===== config.mk =====
export PLATFORM = sky130hd
export DESIGN_NAME = pipe_tx_arbiter
export DESIGN_NICKNAME = d
export VERILOG_FILES = /design/src/rtl/common_pkg.sv /design/src/rtl/pipe_tx_rr_pick.sv /design/src/rtl/pipe_tx_arbiter.sv
export SDC_FILE = /design/constraint.sdc
export NUM_CORES = 1
export LEC_CHECK = 0
export CORE_AREA = 2 2 80 82
export CTS_CLUSTER_SIZE = 10
export DETAILED_ROUTE_END_ITERATION = 8
export DIE_AREA = 0 0 82 84
export PLACE_DENSITY = 0.86
export SYNTH_ARGS = -nofsm -noshare
export SYNTH_HDL_FRONTEND = slang
export SYNTH_HIERARCHICAL = 1
export SYNTH_SLANG_ARGS = --single-unit

===== constraint.sdc =====
create_clock -name pclk -period 6.6 [get_ports pclk]
set_input_delay 1.98 -clock pclk [delete_from_list [all_inputs] [get_ports pclk]]
set_output_delay 1.98 -clock pclk [all_outputs]
set_load 0.03 [all_outputs]

===== src/rtl/common_pkg.sv =====
// rtl/common_pkg.sv - shared widths and PIPE transmit arbitration types
package common_pkg;

  localparam int BUS_WIDTH_8  = 8;
  localparam int BUS_WIDTH_16 = 16;
  localparam int BUS_WIDTH_32 = 32;

  localparam int NUM_TX_SRC = 3;

  typedef enum logic [1:0] {
    SRC_OS   = 2'd0,
    SRC_DLLP = 2'd1,
    SRC_TLP  = 2'd2,
    SRC_NONE = 2'd3
  } tx_src_t;

  typedef enum logic [1:0] {
    ARB_IDLE  = 2'd0,
    ARB_BUSY  = 2'd1,
    ARB_FLUSH = 2'd2
  } tx_arb_state_t;

endpackage


===== src/rtl/pipe_tx_rr_pick.sv =====
// rtl/pipe_tx_rr_pick.sv - strict priority for source 0, round-robin between 1 and 2
module pipe_tx_rr_pick
  import common_pkg::*;
(
  input  logic [2:0] cand,
  input  logic [1:0] rr_last,
  output logic [1:0] winner,
  output logic       found
);

  logic [1:0] pref;
  logic [1:0] alt;

  always_comb begin
    // The source that did not go last gets first refusal.
    pref   = (rr_last == SRC_TLP) ? SRC_DLLP : SRC_TLP;
    alt    = (pref == SRC_DLLP) ? SRC_TLP : SRC_DLLP;
    winner = SRC_NONE;
    found  = |cand;
    if (cand[0]) begin
      winner = SRC_OS;
    end else if (cand[pref]) begin
      winner = pref;
    end else if (cand[alt]) begin
      winner = alt;
    end
  end

endmodule


===== src/rtl/pipe_tx_arbiter.sv =====
// rtl/pipe_tx_arbiter.sv - packet-atomic arbiter for the MAC-side PIPE transmit bus
module pipe_tx_arbiter
  import common_pkg::*;
#(
  parameter  int DATA_WIDTH    = BUS_WIDTH_32,
  parameter  int MAX_PKT_BEATS = 1024,
  localparam int BYTES         = DATA_WIDTH / 8,
  localparam int CNT_W         = $clog2(MAX_PKT_BEATS + 1)
) (
  input  logic                      pclk,
  input  logic                      reset_n,
  input  logic [2:0]                req_valid,
  output logic [2:0]                req_ready,
  input  logic [2:0]                req_sop,
  input  logic [2:0]                req_eop,
  input  logic [3*DATA_WIDTH-1:0]   req_data,
  input  logic [3*BYTES-1:0]        req_datak,
  output logic                      tx_valid,
  input  logic                      tx_ready,
  output logic [DATA_WIDTH-1:0]     tx_data,
  output logic [BYTES-1:0]          tx_datak,
  output logic [1:0]                grant,
  output logic                      wdog_err
);

  localparam logic [1:0] ST_IDLE  = 2'd0;
  localparam logic [1:0] ST_BUSY  = 2'd1;
  localparam logic [1:0] ST_FLUSH = 2'd2;
  localparam logic [1:0] GNT_NONE = 2'd3;

  logic [1:0]       state;
  logic [1:0]       grant_q;
  logic [1:0]       rr_last;
  logic [CNT_W-1:0] beat_cnt;
  logic             wdog_q;

  logic [2:0]       cand;
  logic [1:0]       winner;
  logic             found;
  logic [1:0]       g_idx;
  logic             sel_valid;
  logic             sel_eop;
  logic             xfer;
  logic             drop;
  logic [CNT_W-1:0] cnt_inc;
  logic             hit_max;
  logic [1:0]       rr_next;

  logic [DATA_WIDTH-1:0] src_data  [3];
  logic [BYTES-1:0]      src_datak [3];

  for (genvar i = 0; i < NUM_TX_SRC; i++) begin : g_src
    assign src_data[i]  = req_data[i*DATA_WIDTH +: DATA_WIDTH];
    assign src_datak[i] = req_datak[i*BYTES +: BYTES];
  end

  assign cand = req_valid & req_sop;

  pipe_tx_rr_pick u_pick (
    .cand    (cand),
    .rr_last (rr_last),
    .winner  (winner),
    .found   (found)
  );

  // Folding "no owner" onto source 0 keeps every mux index in range.
  assign g_idx     = (grant_q == GNT_NONE) ? 2'd0 : grant_q;
  assign sel_valid = req_valid[g_idx];
  assign sel_eop   = req_eop[g_idx];

  always_comb begin
    tx_valid  = 1'b0;
    tx_data   = '0;
    tx_datak  = '0;
    req_ready = '0;
    if (state == ST_BUSY) begin
      tx_valid         = sel_valid;
      tx_data          = src_data[g_idx];
      tx_datak         = src_datak[g_idx];
      req_ready[g_idx] = tx_ready;
    end else if (state == ST_FLUSH) begin
      req_ready[g_idx] = 1'b1;
    end
  end

  assign xfer    = tx_valid & tx_ready;
  assign drop    = (state == ST_FLUSH) & sel_valid;
  assign cnt_inc = (beat_cnt == CNT_W'(MAX_PKT_BEATS)) ? beat_cnt : beat_cnt + 1'b1;
  assign hit_max = (cnt_inc == CNT_W'(MAX_PKT_BEATS));
  assign rr_next = (g_idx != 2'd0) ? grant_q : rr_last;

  always_ff @(posedge pclk or negedge reset_n) begin
    if (!reset_n) begin
      state    <= ST_IDLE;
      grant_q  <= GNT_NONE;
      rr_last  <= 2'd2;
      beat_cnt <= '0;
      wdog_q   <= 1'b0;
    end else begin
      wdog_q <= 1'b0;
      case (state)
        ST_IDLE: begin
          if (found) begin
            grant_q  <= winner;
            state    <= ST_BUSY;
            beat_cnt <= '0;
          end
        end
        ST_BUSY: begin
          if (xfer) begin
            if (sel_eop) begin
              state    <= ST_IDLE;
              grant_q  <= GNT_NONE;
              beat_cnt <= '0;
              rr_last  <= rr_next;
            end else if (hit_max) begin
              // Runaway packet: the limit beat is still passed, the tail is discarded.
              wdog_q   <= 1'b1;
              state    <= ST_FLUSH;
              beat_cnt <= cnt_inc;
            end else begin
              beat_cnt <= cnt_inc;
            end
          end
        end
        ST_FLUSH: begin
          if (drop && sel_eop) begin
            state    <= ST_IDLE;
            grant_q  <= GNT_NONE;
            beat_cnt <= '0;
            rr_last  <= rr_next;
          end
        end
        default: begin
          state   <= ST_IDLE;
          grant_q <= GNT_NONE;
        end
      endcase
    end
  end

  assign grant    = grant_q;
  assign wdog_err = wdog_q;

endmodule


==> results by group, run 1 <==
Global routing
  • Global route overflow: 0
  • Antenna violations before repair: 0
  • GR Layer Usage met2: 42.3%
  • First-pass GRT wire length: 12,800 um
  • Most Crowded Layer GR: met2
  • Vias in the first global route: 2,772
  • Pin count of the biggest net entering global routing: 42
  • Total track usage: 23.5%
  • Grt met3 use: 5.41%
  • GR Util met1: 26.2%

Routing
  • Drt drc: 0
  • Via density: 5.35
  • First-pass DRT Iterations: 4
  • Final WL: 8330 um
  • DRC marker count from the first detailed-route iteration: 136
  • Antenna viol nets, final: 0
  • Routed via count: 2,907
  • WL/cell: 15.3 um

Floorplanning
  • IO Pins: 163
  • DIE HEIGHT: 84 um
  • Die width: 82 um
  • Rows: 29
  • Starting Density: 36.7%
  • CORE AREA: 0.00610 sq mm
  • Die area: 0.00689 sq mm

Finish
  • Synthesis-to-layout area growth: 76.0%
  • Layout cells sized above 1: 4.08%
  • Antenna cells: 0
  • Fin area: 0.00394 sq mm
  • Fin nets: 591
  • Utilization after layout: 64.7%

Pwr
  • Static Leak: 1.56 nW
  • Pwr dens: 440 mW/mm^2
  • Worst vdd ir: 260 uV
  • Final Power: 0.00173 W

Worst setup path
  • CP arrival: 3710 ps
  • CP startpoint kind: input pin
  • Worst r2r src: grant[1]
  • Crit. Startpoint: req_valid[2]
  • Crit-path max FO: 8
  • Critical path required time: 4620 ps
  • Crit path kind: in -> out
  • CP Capture Type: output pin

Run
  • Max Cap Viol: 0

STA
  • Fin. max-slew vios: 0
  • Final Setup Violations: 0
  • Worst-Margin Slew: 836 ps
  • Hold slack: 528 ps
  • Minimum clock period: 5690 ps
  • Worst-case clock skew: 5.44 ps
  • Setup_tns: 0 ps
  • Fmax: 176 MHz
  • RSZ-0062 raised after global routing: false
  • Hold Vio Cnt, Final: 0
  • Final worst-path cycle share: 86.2%
  • Relative slew slack: 44.1%

Synthesis
  • Primary FF master, synth: dfrtp_1
  • Syn Std Cell Area: 0.00224 sq mm
  • Avg Cell Area, Syn: 6.98 sq um
  • Commonest cells in the netlist: 78 x nor2_1, 39 x a21oi_1, 39 x mux2i_1
  • Cell variety after synth: 46
  • Cell taking the most area after synthesis: mux2i_1
  • Gate Count Post-Synth: 321
  • Fraction of registers with async set/reset: 100%
  • Most common cell in the netlist: nor2_1
  • Post-synth top area share: 17.4%
  • Register bit count reported by yosys: 18
  • Dominant cells by area after synthesis: mux2i_1 17%, dfrtp_1 17%, nor2_1 13%, a21oi_1 8.7%, dfstp_2 3.5%
  • EDFF count, synth: 0
  • Sequential share of the synthesized area: 20.3%
  • Syn nets: 445
  • Ys Warns: 6

Placement
  • DP Wirelength: 6600 um
  • Port Buffers: 162
  • DP Area: 0.00389 sq mm
  • Global placement routability congestion: 0.875

CTS
  • # clock sinks: 18
  • Clock slew at reported path FFs: 70 ps
  • Post CTS Setup Buffer Count: 0
  • Hold buffers post-CTS: 0
  • CTS tree: done
  • Clock buffer depth: 2
  • CTS buffer count: 3
  • CTS resizes: 0
  • H-tree depth: 1
  • Clock root cell: clkbuf_8
  • Clock latency on the worst-skew pair: 250 ps

Status
  • Status: complete, no violations

Worst hold path
  • HP Start: rr_last[0]
  • Worst min path class: reg -> reg
power by group:
part | total, W | internal, W | switching, W | leakage, nW
registers | 0.000187 | 0.000147 | 0.0000398 | 0.228
clock network | 0.0000900 | 0.0000530 | 0.0000370 | 0.0288
logic | 0.00146 | 0.000604 | 0.000854 | 1.31
total | 0.00173 | 0.000804 | 0.000930 | 1.56
sequential cells by signal (all words and copies together), names as in the netlist:
name / flops
beat_cnt: 11
grant: 2
rr_last: 2
state: 2
wdog_err: 1
worst max-delay path, cell delays in order:
cell	delay, ps
clkdlybuf4s50_1	480
mux2i_1	90
o2bb2ai_2	310
and2_1	180
clkdlybuf4s50_1	670
layout make-up:
| cell class | count | area, sq um |
|---|---|---|
| sequential | 18 | 454 |
| multi-input combinational | 271 | 1660 |
| tap | 77 | 96.3 |
| timing repair buffer | 166 | 1650 |
| fill | 553 | 2150 |
| clock buffer | 4 | 55.1 |
| inverter | 7 | 26.3 |
logic make-up after synthesis:
kind of cell / share of synthesized area (%)
AOI/OAI and AO/OA: 21.7
and+or+nand+nor: 30.7
muxes: 18.4
DFF: 20.3
xor gates and xnor gates: 0.782
buffers and inverters: 5.92
adders and majority gates: 2.23
routing by layer:
metal	share of wire [%]	up-vias
met5	0	-
met4	3.1	0
met3	6.7	25
met2	51	111
met1	39	1350
li1	-	1421
cell usage in the layout (no fill, tap or decap), types with 2 or more instances in the layout:
cell type	n
a22oi_1	2
dfstp_2	3
o21ai_0	10
o22a_1	8
nand3_1	6
and4_1	2
nand4_1	4
mux2_2	2
o22ai_1	3
o2bb2ai_1	2
dfrtp_1	15
buf_4	4
or3b_1	2
nor2b_1	6
nor2_1	78
nand2_1	21
o211ai_1	2
a21oi_1	39
xnor2_1	2
a31oi_1	2
nor3_1	3
clkbuf_8	4
clkdlybuf4s50_1	162
inv_1	7
mux2i_1	39
ha_1	3
nand2b_1	3
and3_1	5
and2_1	8
path summary, 6_finish.rpt:
path,end,depth (start not counted),slack (ps)
max,tx_valid,5,910
max reg2reg,beat_cnt[1],7,3590
min,rr_last[0],1,530
max in group asynchronous,beat_cnt[0],1,3880
min reg2reg,rr_last[0],1,530
min in group asynchronous,beat_cnt[7],1,2200
through the flow:
step | instances | setup WS (ps)
6_report | 543 | 913
5_1_grt | 543 | 840
4_1_cts | 543 | 916
3_5_place_dp | 539 | 925
3_3_place_gp | 539 | 973
2_1_floorplan | 321 | 2000
(Power assumes the default switching activity.)
==> run 2: changes to the inputs <==
Settings changed: CORE_AREA 2 2 80 82 to 2 2 87 89, DIE_AREA 0 0 82 84 to 0 0 89 91, PLACE_DENSITY 0.86 to 0.77, SETUP_SLACK_MARGIN set to 0.4.
Clock period 6.6 ns to 5 ns, I/O delays scaled along.
==> results by group, run 2 (same netlist as run 1, synthesis figures left out) <==
Finish
  • Biggest register: beat_cnt
  • Antenna cells: 0
  • Fin nets: 592
  • Fillers: 702
  • Leading cell type in the layout, fill and taps excluded: clkdlybuf4s50_1
  • Cell Count, Final, Fillers Out: 566
  • Fin area: 0.00398 sq mm
  • Commonest cells after routing, fill and taps aside: 147 x clkdlybuf4s50_1, 78 x nor2_1, 39 x mux2i_1, 39 x a21oi_1, 21 x nand2_1
  • Utilization after layout: 55.8%
  • Layout cells sized above 1: 6.00%
  • Max FFs per register: 11
  • Synthesis-to-layout area growth: 77.8%

Pwr
  • Comb pwr share: 83.8%
  • Clock Power Share: 5.3%
  • Pwr dens: 570 mW/mm^2
  • Internal power: 0.00105 W
  • Worst vdd ir: 517 uV
  • Static Leak: 1.64 nW
  • Flop pwr share: 10.9%
  • Net Sw Frac: 53.6%
  • Sw power: 0.00122 W

Routing
  • Antenna viol nets, final: 0
  • First-pass DRT Iterations: 4
  • DRC marker count from the first detailed-route iteration: 99
  • WL/cell: 14.4 um
  • Drt drc: 0
  • Via density: 5.04
  • Routed via count: 2,852
  • Final WL: 8160 um

Placement
  • Port Buffers: 162
  • Global placement routability congestion: 0.854
  • DP Wirelength: 6630 um
  • DP Area: 0.00392 sq mm
  • Dpl cells: 562

Worst setup path
  • Critical-path top delay cell: clkdlybuf4s50_1
  • Critical path required time: 3500 ps
  • Crit path max-delay family: buffers and inverters
  • Slowest stage delay, CP: 730 ps
  • CP arrival: 3010 ps
  • CP Capture Type: output pin
  • CP Cell Sequence: clkdlybuf4s50_1 > mux2i_1 > nor2_1 > a21oi_1 > nor2_1 > clkdlybuf4s50_1
  • Worst path bufs/invs: 2
  • Crit path kind: in -> out
  • Crit-path max FO: 1
  • CP startpoint kind: input pin

Floorplanning
  • CORE AREA: 0.00714 sq mm
  • Die area: 0.00810 sq mm
  • Starting Density: 31.4%
  • Rows: 31
  • Die width: 89 um
  • IO Pins: 163
  • DIE HEIGHT: 91 um

STA
  • Relative slew slack: 22.9%
  • Fmax: 222 MHz
  • Fin. max-slew vios: 0
  • Final Setup Violations: 0
  • Final worst-path cycle share: 90.3%
  • Setup_tns: 0 ps
  • Hold Vio Cnt, Final: 0
  • Minimum clock period: 4510 ps
  • Worst-Margin Slew: 1150 ps
  • RSZ-0062 raised after global routing: false
  • Worst-case clock skew: 2.30 ps
  • Hold slack: 545 ps

CTS
  • H-tree depth: 1
  • CTS tree: done
  • # clock sinks: 18
  • Clock latency on the worst-skew pair: 260 ps
  • Clock buffer depth: 2
  • Hold buffers post-CTS: 0
  • Clock root cell: clkbuf_8
  • CTS buffer count: 3
  • Clock slew at reported path FFs: 70 ps

Global routing
  • Total track usage: 19.9%
  • Global route overflow: 0
  • First-pass GRT wire length: 13,100 um
  • Pin count of the biggest net entering global routing: 38
  • Vias in the first global route: 2,761
  • Antenna violations before repair: 0

Run
  • Max Cap Viol: 0

Worst hold path
  • Worst min path class: reg -> reg

Status
  • Status: complete, no violations
[run 2: cell type report]
cell class	instances	area [sq um]	area share [%]
Multi-Input combinational cell	271	1660	41.7
Sequential cell	18	454	11.4
Clock buffer	4	55.1	1.38
Timing Repair Buffer	167	1660	41.8
Inverter	7	26.3	0.660
Tap cell	99	124	3.11
[run 2: final timing paths]
path / startpoint / to / slack (ps) / depth (start not counted)
min in group asynchronous: reset_n / beat_cnt[9] / 1710 / 1
worst max register to register: grant[0] / wdog_err / 2130 / 8
worst min-delay path: rr_last[0] / rr_last[0] / 550 / 1
worst min register to register: rr_last[0] / rr_last[0] / 550 / 1
max in group asynchronous: reset_n / rr_last[0] / 2800 / 1
worst max-delay path: req_data[28] / tx_data[28] / 490 / 6
[run 2: power groups by stage]
stage | sequential, W | combinational [W] | clock, W
after floorplan | 0.000237 | 0.00122 | 0
after global placement | 0.000244 | 0.00190 | 0
after detailed placement | 0.000247 | 0.00192 | 0
after CTS | 0.000246 | 0.00192 | 0.000122
after global routing | 0.000255 | 0.00205 | 0.000129
final | 0.000248 | 0.00190 | 0.000120
[run 2: through the flow]
step           total power (W)  worst slack (ps)
2_1_floorplan          0.00146              1360
3_3_place_gp           0.00215               352
3_5_place_dp           0.00217               349
4_1_cts                0.00229               448
5_1_grt                0.00243               400
6_report               0.00227               487
[run 2: what timing repair did]
action,4_1_cts,5_1_grt
endpoints found under the hold margin,0,0
gates resized for setup,3,6
setup buffers,0,0
setup endpoints to repair,3,8
[run 2: layer usage]
layer,vias to the layer above,wire [um],track usage (%)
met5,-,0,0
met4,0,179,5.35
met3,15,572,4.36
met2,102,4210,35.3
met1,1316,3190,23.6
li1,1419,-,-
